**src/rtl/wb_write_queue.sv**
```systemverilog
// rtl/wb_write_queue.sv - register file write-back queue with read bypass
//
// Buffers register write-back requests and drains them one per cycle onto
// the register file write port. The two read ports see the youngest queued
// (or in-flight) write to their address instead of stale register contents.
//
// Ports:
//   clk, rst_n            clock, asynchronous active-low reset
//   req_valid/ready       write request handshake (ready = not full)
//   req_addr, req_data    destination register and data
//   flush                 discard all queued entries (highest priority)
//   rf_hold               register file port busy, drain stalls
//   wr, dirW, datoIn      registered register file write port
//   rd_addr1/2            register file read addresses
//   rf_data1/2            raw register file read data
//   byp_data1/2           read data with queued writes forwarded
//   count                 current occupancy
//   overflow              sticky, request seen while full
module wb_write_queue #(
    parameter int DEPTH        = 4,
    parameter int AW           = 5,
    parameter int DW           = 32,
    parameter int ZERO_DISCARD = 0,
    localparam int PW          = $clog2(DEPTH),
    localparam int CW          = PW + 1
) (
    input  logic          clk,
    input  logic          rst_n,
    input  logic          req_valid,
    output logic          req_ready,
    input  logic [AW-1:0] req_addr,
    input  logic [DW-1:0] req_data,
    input  logic          flush,
    input  logic          rf_hold,
    output logic          wr,
    output logic [AW-1:0] dirW,
    output logic [DW-1:0] datoIn,
    input  logic [AW-1:0] rd_addr1,
    input  logic [AW-1:0] rd_addr2,
    input  logic [DW-1:0] rf_data1,
    input  logic [DW-1:0] rf_data2,
    output logic [DW-1:0] byp_data1,
    output logic [DW-1:0] byp_data2,
    output logic [CW-1:0] count,
    output logic          overflow
);

    logic [AW-1:0]    addr_q [DEPTH];
    logic [DW-1:0]    data_q [DEPTH];
    logic [DEPTH-1:0] valid_q, valid_d;
    logic [PW-1:0]    wr_ptr_q, wr_ptr_d;
    logic [PW-1:0]    rd_ptr_q, rd_ptr_d;
    logic [CW-1:0]    count_q, count_d;
    logic             wr_q, wr_d;
    logic [AW-1:0]    dirw_q, dirw_d;
    logic [DW-1:0]    datoin_q, datoin_d;
    logic             overflow_q, overflow_d;

    logic full;
    logic empty;
    logic addr_is_zero;
    logic store;
    logic drain;

    assign full         = (count_q == CW'(DEPTH));
    assign empty        = (count_q == '0);
    assign addr_is_zero = (req_addr == '0);

    // A discarded address-0 request still completes its handshake; it
    // simply never occupies a slot.
    assign store = req_valid && !full && !flush &&
                   !((ZERO_DISCARD != 0) && addr_is_zero);
    assign drain = !empty && !rf_hold && !flush;

    always_comb begin
        wr_ptr_d   = wr_ptr_q;
        rd_ptr_d   = rd_ptr_q;
        count_d    = count_q;
        valid_d    = valid_q;
        wr_d       = 1'b0;
        dirw_d     = dirw_q;
        datoin_d   = datoin_q;
        overflow_d = overflow_q | (req_valid & full);

        if (flush) begin
            valid_d  = '0;
            rd_ptr_d = wr_ptr_q;
            count_d  = '0;
        end else begin
            if (drain) begin
                wr_d              = 1'b1;
                dirw_d            = addr_q[rd_ptr_q];
                datoin_d          = data_q[rd_ptr_q];
                valid_d[rd_ptr_q] = 1'b0;
                rd_ptr_d          = rd_ptr_q + 1'b1;
            end
            // rd and wr pointers only coincide when empty or full, so a
            // simultaneous store and drain never touch the same slot.
            if (store) begin
                valid_d[wr_ptr_q] = 1'b1;
                wr_ptr_d          = wr_ptr_q + 1'b1;
            end
            count_d = count_q + CW'(store) - CW'(drain);
        end
    end

    always_ff @(posedge clk or negedge rst_n) begin
        if (!rst_n) begin
            for (int i = 0; i < DEPTH; i++) begin
                addr_q[i] <= '0;
                data_q[i] <= '0;
            end
            valid_q    <= '0;
            wr_ptr_q   <= '0;
            rd_ptr_q   <= '0;
            count_q    <= '0;
            wr_q       <= 1'b0;
            dirw_q     <= '0;
            datoin_q   <= '0;
            overflow_q <= 1'b0;
        end else begin
            if (store) begin
                addr_q[wr_ptr_q] <= req_addr;
                data_q[wr_ptr_q] <= req_data;
            end
            valid_q    <= valid_d;
            wr_ptr_q   <= wr_ptr_d;
            rd_ptr_q   <= rd_ptr_d;
            count_q    <= count_d;
            wr_q       <= wr_d;
            dirw_q     <= dirw_d;
            datoin_q   <= datoin_d;
            overflow_q <= overflow_d;
        end
    end

    // Bypass search runs oldest to youngest so later matches override
    // earlier ones. The in-flight write is the oldest candidate: the
    // register file only holds its value from the following cycle on.
    always_comb begin
        byp_data1 = rf_data1;
        byp_data2 = rf_data2;
        if (wr_q && (dirw_q == rd_addr1)) byp_data1 = datoin_q;
        if (wr_q && (dirw_q == rd_addr2)) byp_data2 = datoin_q;
        for (int i = 0; i < DEPTH; i++) begin
            if (valid_q[rd_ptr_q + PW'(i)] && (addr_q[rd_ptr_q + PW'(i)] == rd_addr1))
                byp_data1 = data_q[rd_ptr_q + PW'(i)];
            if (valid_q[rd_ptr_q + PW'(i)] && (addr_q[rd_ptr_q + PW'(i)] == rd_addr2))
                byp_data2 = data_q[rd_ptr_q + PW'(i)];
        end
        if ((ZERO_DISCARD != 0) && (rd_addr1 == '0)) byp_data1 = rf_data1;
        if ((ZERO_DISCARD != 0) && (rd_addr2 == '0)) byp_data2 = rf_data2;
    end

    assign req_ready = !full;
    assign wr        = wr_q;
    assign dirW      = dirw_q;
    assign datoIn    = datoin_q;
    assign count     = count_q;
    assign overflow  = overflow_q;

endmodule

```
**config.mk**
```make
export PLATFORM = sky130hd
export DESIGN_NAME = wb_write_queue
export DESIGN_NICKNAME = d
export VERILOG_FILES = /design/src/rtl/wb_write_queue.sv
export SDC_FILE = /design/constraint.sdc
export NUM_CORES = 1
export LEC_CHECK = 0
export CORE_MARGIN = 5
export CORE_UTILIZATION = 56
export DETAILED_ROUTE_END_ITERATION = 10
export MAX_ROUTING_LAYER = met4
export PLACE_DENSITY_LB_ADDON = 0.08
export SYNTH_ARGS = -nofsm -noshare
export SYNTH_HDL_FRONTEND = slang
export SYNTH_SLANG_ARGS = --single-unit
```
**constraint.sdc**
```tcl
create_clock -name clk -period 4.8 [get_ports clk]
set_clock_uncertainty 0.1 [all_clocks]
set_input_delay 0.48 -clock clk [delete_from_list [all_inputs] [get_ports clk]]
set_output_delay 0.48 -clock clk [all_outputs]
set_load 0.02 [all_outputs]
```
[Word level (Yosys, flattened, before mapping)]
Cells that the tools add are included.
Operators by class
  multiply operators: 0
  div/mod/pow operators: 0
  bitwise gates (word level): 11
  add/sub/neg operators: 6
  muxes and demuxes: 61
  shift operators: 0
  reduce and logical (&&, ||, !) cells: 25
  $lt $le $gt $ge: 13
  eq/ne operators: 11
Operator list (number)
  $mux 32: 19
  $bmux 32 s2: 4
  $bwmux 128: 1
  $demux 32 s2: 1
  $eq 5x5->1: 10
  $mux 5: 9
  $bmux 5 s2: 4
  $bwmux 20: 1
  $logic_and 1x1->1: 17
  $mux 4: 4
  $ge 3x3->1 const B: 5
  $lt 2x3->1 const B: 5
  $not 2->3: 5
  $demux 5 s2: 1
  $bmux 1 s2: 4
  $mux 1: 8
  $add 2x1->2 const B: 2
  $add 2x2->2 const B: 2
  $and 4x4->4: 1
  $demux 1 s2: 2
  $ge 2x1->1 const B: 2
  $logic_not 1->1: 4
  $mux 2: 2
  $not 4->4: 1
  12 further kinds: 13
Storage, ports and cells
  bits in read-only memories: 0
  RAM bits: 0
  logic and storage cells: 143
  register bits: 198
  input port bits: 116
  bits in latches: 0
  memories kept: 0

[Logic depth before layout (Yosys ltp)]
  depth after elaboration: 11
  mapped depth: 17

[Least setup slack after synthesis]
OpenSTA, ideal clock, no wires.
  kind: register -> output
  start: reg rd_ptr_q[1]
  end: out byp_data2[10]
  cell stages (with the launch flop): 17
  slack: 0.089 ns
  arrival time: 4.131 ns
  cells stage by stage: dfrtp_1 buf_2 buf_2 buf_2 buf_2 buf_2 inv_1 ha_1 buf_6 buf_6 mux4_2 xnor2_1 nand4_1 nor2_1 buf_2 a211oi_1 a211oi_1
Between the ends
  cells in the longest elaborated chain, start to end: 10
  elaborated cells between the ends (all ways): 51
  those cells by class: add/sub: 3; eq/ne: 4; mux: 36; bitwise: 4; reduce/logical: 4
RTL lines
  start, declared: line 52  | logic [PW-1:0] rd_ptr_q, rd_ptr_d;
  start signal, assigned: line 128  | rd_ptr_q <= rd_ptr_d;
  $add 2x1->2 or $not 2->3 (tied branches): line 148, 149
  $not 2->3 (not written as such) or $bmux 5 s2 (tied branches): line 148, 149
  $bmux 5 s2 or $mux 5 (tied branches): line 148  | if (valid_q[rd_ptr_q + PW'(i)] && (addr_q[rd_ptr_q + PW'(i)] == rd_addr2))
  $mux 5 (not written as such): line 148
  $mux 5 (not written as such) or $eq 5x5->1 (tied branches): line 148
  $eq 5x5->1 or $logic_and 1x1->1 (tied branches): line 148
  $logic_and 1x1->1 or $mux 32 (tied branches): line 148
  $mux 32 (2 in series): line 148
  $mux 32 (*): line 148
  end, declared: line 43  | output logic [DW-1:0] byp_data2,
Every way passes the cells marked *; elsewhere a longest branch is shown, timed or not. The select of a mux whose other input is x is not followed.

[Worst setup path in the final report]
  start: reg rd_ptr_q[0]
  end: out byp_data1[8]
Between the ends
  cells in the longest elaborated chain, start to end: 10
  elaborated cells between the ends (all ways): 51
  those cells by class: add/sub: 3; eq/ne: 4; mux: 36; bitwise: 4; reduce/logical: 4
RTL lines
  $add 2x1->2 or $not 2->3 (tied branches): line 146, 147
  $not 2->3 (not written as such) or $bmux 5 s2 (tied branches): line 146, 147
  $bmux 5 s2 or $mux 5 (tied branches): line 146  | if (valid_q[rd_ptr_q + PW'(i)] && (addr_q[rd_ptr_q + PW'(i)] == rd_addr1))
  $mux 5 (not written as such): line 146
  $mux 5 (not written as such) or $eq 5x5->1 (tied branches): line 146
  $eq 5x5->1 or $logic_and 1x1->1 (tied branches): line 146
  $logic_and 1x1->1 or $mux 32 (tied branches): line 146
  $mux 32 (2 in series): line 146
  $mux 32 (*): line 146
  end, declared: line 42  | output logic [DW-1:0] byp_data1,
Marks and branches as above.

==> flow_summary.yaml <==
power_and_ir_drop:
  power_density_mw_per_mm2: 702
  cellLeakagePower_nw: 7.21
  p_total_mw: 13.4
  ir_worst_vdd_mv: 0.586
yosys:
  yosys_warnings: 0
  syn_inst: 1378
  synth_area_leaders: "dfrtp_1, mux4_2, mux2_2"
  synth-edff-count: 0
  synth_fp_nets: 1505
  synthesis.area_mm2: 0.0157
  yosysTopAreaCell: "dfrtp_1"
  synth.top_cell.area_share: 0.315
  postSynth.asyncResetShare: 1.00
  yosysSeqAreaShare: 0.315
  yosysUniqueCellTypes: 55
  ys_seq_elements: 198
  synthFlopType: "dfrtp_1"
  avgSynthCellArea_um2: 11.4
grt:
  overflow: 0
  grt_pass1_wl_um: 81000
  track_usage: 0.343
  antenna_found_initial: 3
  grt_pass1_vias: 14005
  grt_max_degree: 114
critical_path:
  worstSetupEndpointType: "output port"
  cp_num_buf_inv: 3
  r2r_end: "data_q[79]$_DFFE_PN0P_"
  crit_type: "flip-flop to output port"
  crit_start: "rd_ptr_q[0]$_DFFE_PN0P_"
  cp_data_arrival_time_ns: 4.15
  crit_path_max_fanout: 21
  max_stage_delay_ns: 0.60
  crit_chain: "inv_1, ha_4, mux4_2, xnor2_1, nand4_2, buf_4, o22a_1, a2111oi_0, a221o_1, clkdlybuf4s50_1"
  critPathLaunchType: "flip-flop"
  required_ns: 4.22
  rr_worst_depth: 7
  crit_end: "byp_data1[8]"
  r2r_slack_ns: 2.05
  reg2reg_from: "count[1]$_DFF_PN0_"
  crit_family: "buffers and inverters"
  crit_cells: 10
  slowest_stage: "clkdlybuf4s50_1"
detailed_routing:
  dr.pass1.iters: 6
  wire_per_inst_um: 27.4
  drc: 0
  drt_iter0_drc: 1717
  wl_um: 52800
  vias: 14104
  routed_via_density: 7.33
  antenna_left: 0
hold_path:
  hold_class: "primary input to asynchronous set/reset pin"
cells_and_area:
  n_fill_cell: 2101
  design_area_mm2: 0.0191
  syn2layout_area_growth_pct: 21.4
  fin_nets: 1658
  drive_above_1_share: 0.298
  utilization: 0.689
floorplan:
  die-area_mm2: 0.0315
  io-pin-count: 223
  die_width_um: 177
  die_h_um: 177
  num_rows: 61
  core_area_mm2: 0.0277
  start_util: 0.567
clock_network:
  cts_tree: "built"
  root_buffer: "clkbuf_16"
  clk_latency_ns: 0.44
  clock_path_buffers: 2
  hold_buffers: 0
  clock_sinks: 198
  path_clk_slew_ns: 0.09
  numCtsBuffers: 17
  htree_levels: 4
place:
  placed_cell_area_mm2: 0.0183
  routabilityCongestion: 0.938
  dp_slack_ns: 0.100
  dpl.hpwl_um: 34300
  io_buffers: 222
sta:
  max_freq_mhz: 212
  finalCriticalPeriod_ns: 4.73
  period_share: 0.985
  setup_slack_ns: 0.0738
  setup_viol: 0
  maxSlewViolCount: 0
  tightest_slew_ns: 1.05
  grt_setup_unrepaired: "yes"
  maxSlewHeadroom: 0.300
  hold_viol: 0
job:
  cap_violations: 0
outcome:
  status: "finished, final reports clean"
## layout make-up
class | count | area, µm² | area share
clock buffer | 18 | 439 | 0.0230
sequential | 198 | 4960 | 0.260
inverter | 38 | 143 | 0.00748
clock inverter | 14 | 149 | 0.00780
multi-input combinational | 982 | 9960 | 0.522
timing repair buffer | 294 | 2940 | 0.154
tap | 378 | 473 | 0.0248
antenna | 3 | 7.51 | 0.000393
## report_power, final
part	internal [mW]	switching, mW
combinational	4.29	4.13
sequential	2.49	1.00
clock	0.716	0.759
total	7.49	5.89
## cell families (layout without fill, tap and decap cells)
logic type	after synthesis	after routing	synth area share
other	0	3	0
XOR/XNOR	54	54	0.0301
buffers and inverters	198	364	0.0560
flip-flops	198	198	0.315
AO/OA/AOI/OAI	307	307	0.149
AND/OR/NAND/NOR	251	251	0.0787
multiplexers	359	359	0.362
adder cells (fa/ha/maj)	11	11	0.00924
## Yosys cell counts (all sizes together) (23+ instances only)
master and instances:
o211ai 53, mux2i 32, mux4 149, inv 38
buf 68, a211oi 42, xnor2 44, nor3 75
nand3 66, nand2 56, o21ai 47, a221o 40
nor2 23, dfrtp 198, mux2 178, clkbuf 92
## cells in the final DEF (no fill, tap or decap), types with 4 or more instances in the layout
master             n
a2111oi_0          7
a211oi_1          39
a21oi_1           21
a221o_1           40
a22o_1            11
a22oi_1           21
a311oi_1          20
a31o_1            18
buf_12            12
buf_4             55
clkbuf_16         17
clkdlybuf4s50_1  221
dfrtp_1          196
ha_1               9
inv_1             38
inv_6              5
inv_8              5
mux2_2           178
mux2i_1           32
mux4_2           149
nand2_1           51
nand2_2            5
nand3_1           66
nand3b_1           4
nand4_1            6
nor2_1            19
nor3_1            74
o211ai_1          53
o21ai_0           47
o22a_1            10
xnor2_1           44
xor2_1             9
## per-layer routing
layer / vias to the layer above / global-route usage / part of all wire
li1: 5771 / - / -
met1: 7066 / 0.441 / 0.37
met2: 1038 / 0.526 / 0.47
met3: 229 / 0.0835 / 0.11
met4: 0 / 0.144 / 0.047
met5: - / - / 0
## worst reg2reg max path: stages, from the launching register on
cell and delay (ns):
dfrtp_1 0.46, nor2_1 0.11, and2_1 0.18, nor3b_1 0.06, buf_4 0.19, nand2_2 0.76, buf_4 0.41, mux2_2 0.36
## what timing repair did
action	in CTS	in global routing
setup endpoints to repair	52	36
resized for setup	6	10
setup buffers	6	9
pin swaps	2	6
## metrics by stage
stage	cells	hold slack, ns	TNS, ns
detailed placement	1875	0.353	0
floorplan	1378	0.0844	0
global placement	1875	0.341	0
finish	1925	0.0103	0
global route	1925	0.0676	-1.29
CTS	1913	0.0614	0
## sequential cells by signal, summed over array words and instances (netlist names)
signal and count:
addr_q 20, count 3, data_q 128, datoIn 32, dirW 5, overflow 1
rd_ptr_q 2, valid_q 4, wr 1, wr_ptr_q 2
## how the worst min path moves through the flow
stage | startpoint | end | cells after the start
floorplan | rst_n | addr_q[0]$_DFFE_PN0P_ | 0
CTS | rst_n | datoIn[13]$_DFFE_PN0P_ | 1
global route | rst_n | datoIn[12]$_DFFE_PN0P_ | 1
global placement | overflow$_DFF_PN0_ | overflow$_DFF_PN0_ | 1
finish | rst_n | datoIn[12]$_DFFE_PN0P_ | 1
detailed placement | overflow$_DFF_PN0_ | overflow$_DFF_PN0_ | 1
Power figures use the tool's default switching activity.
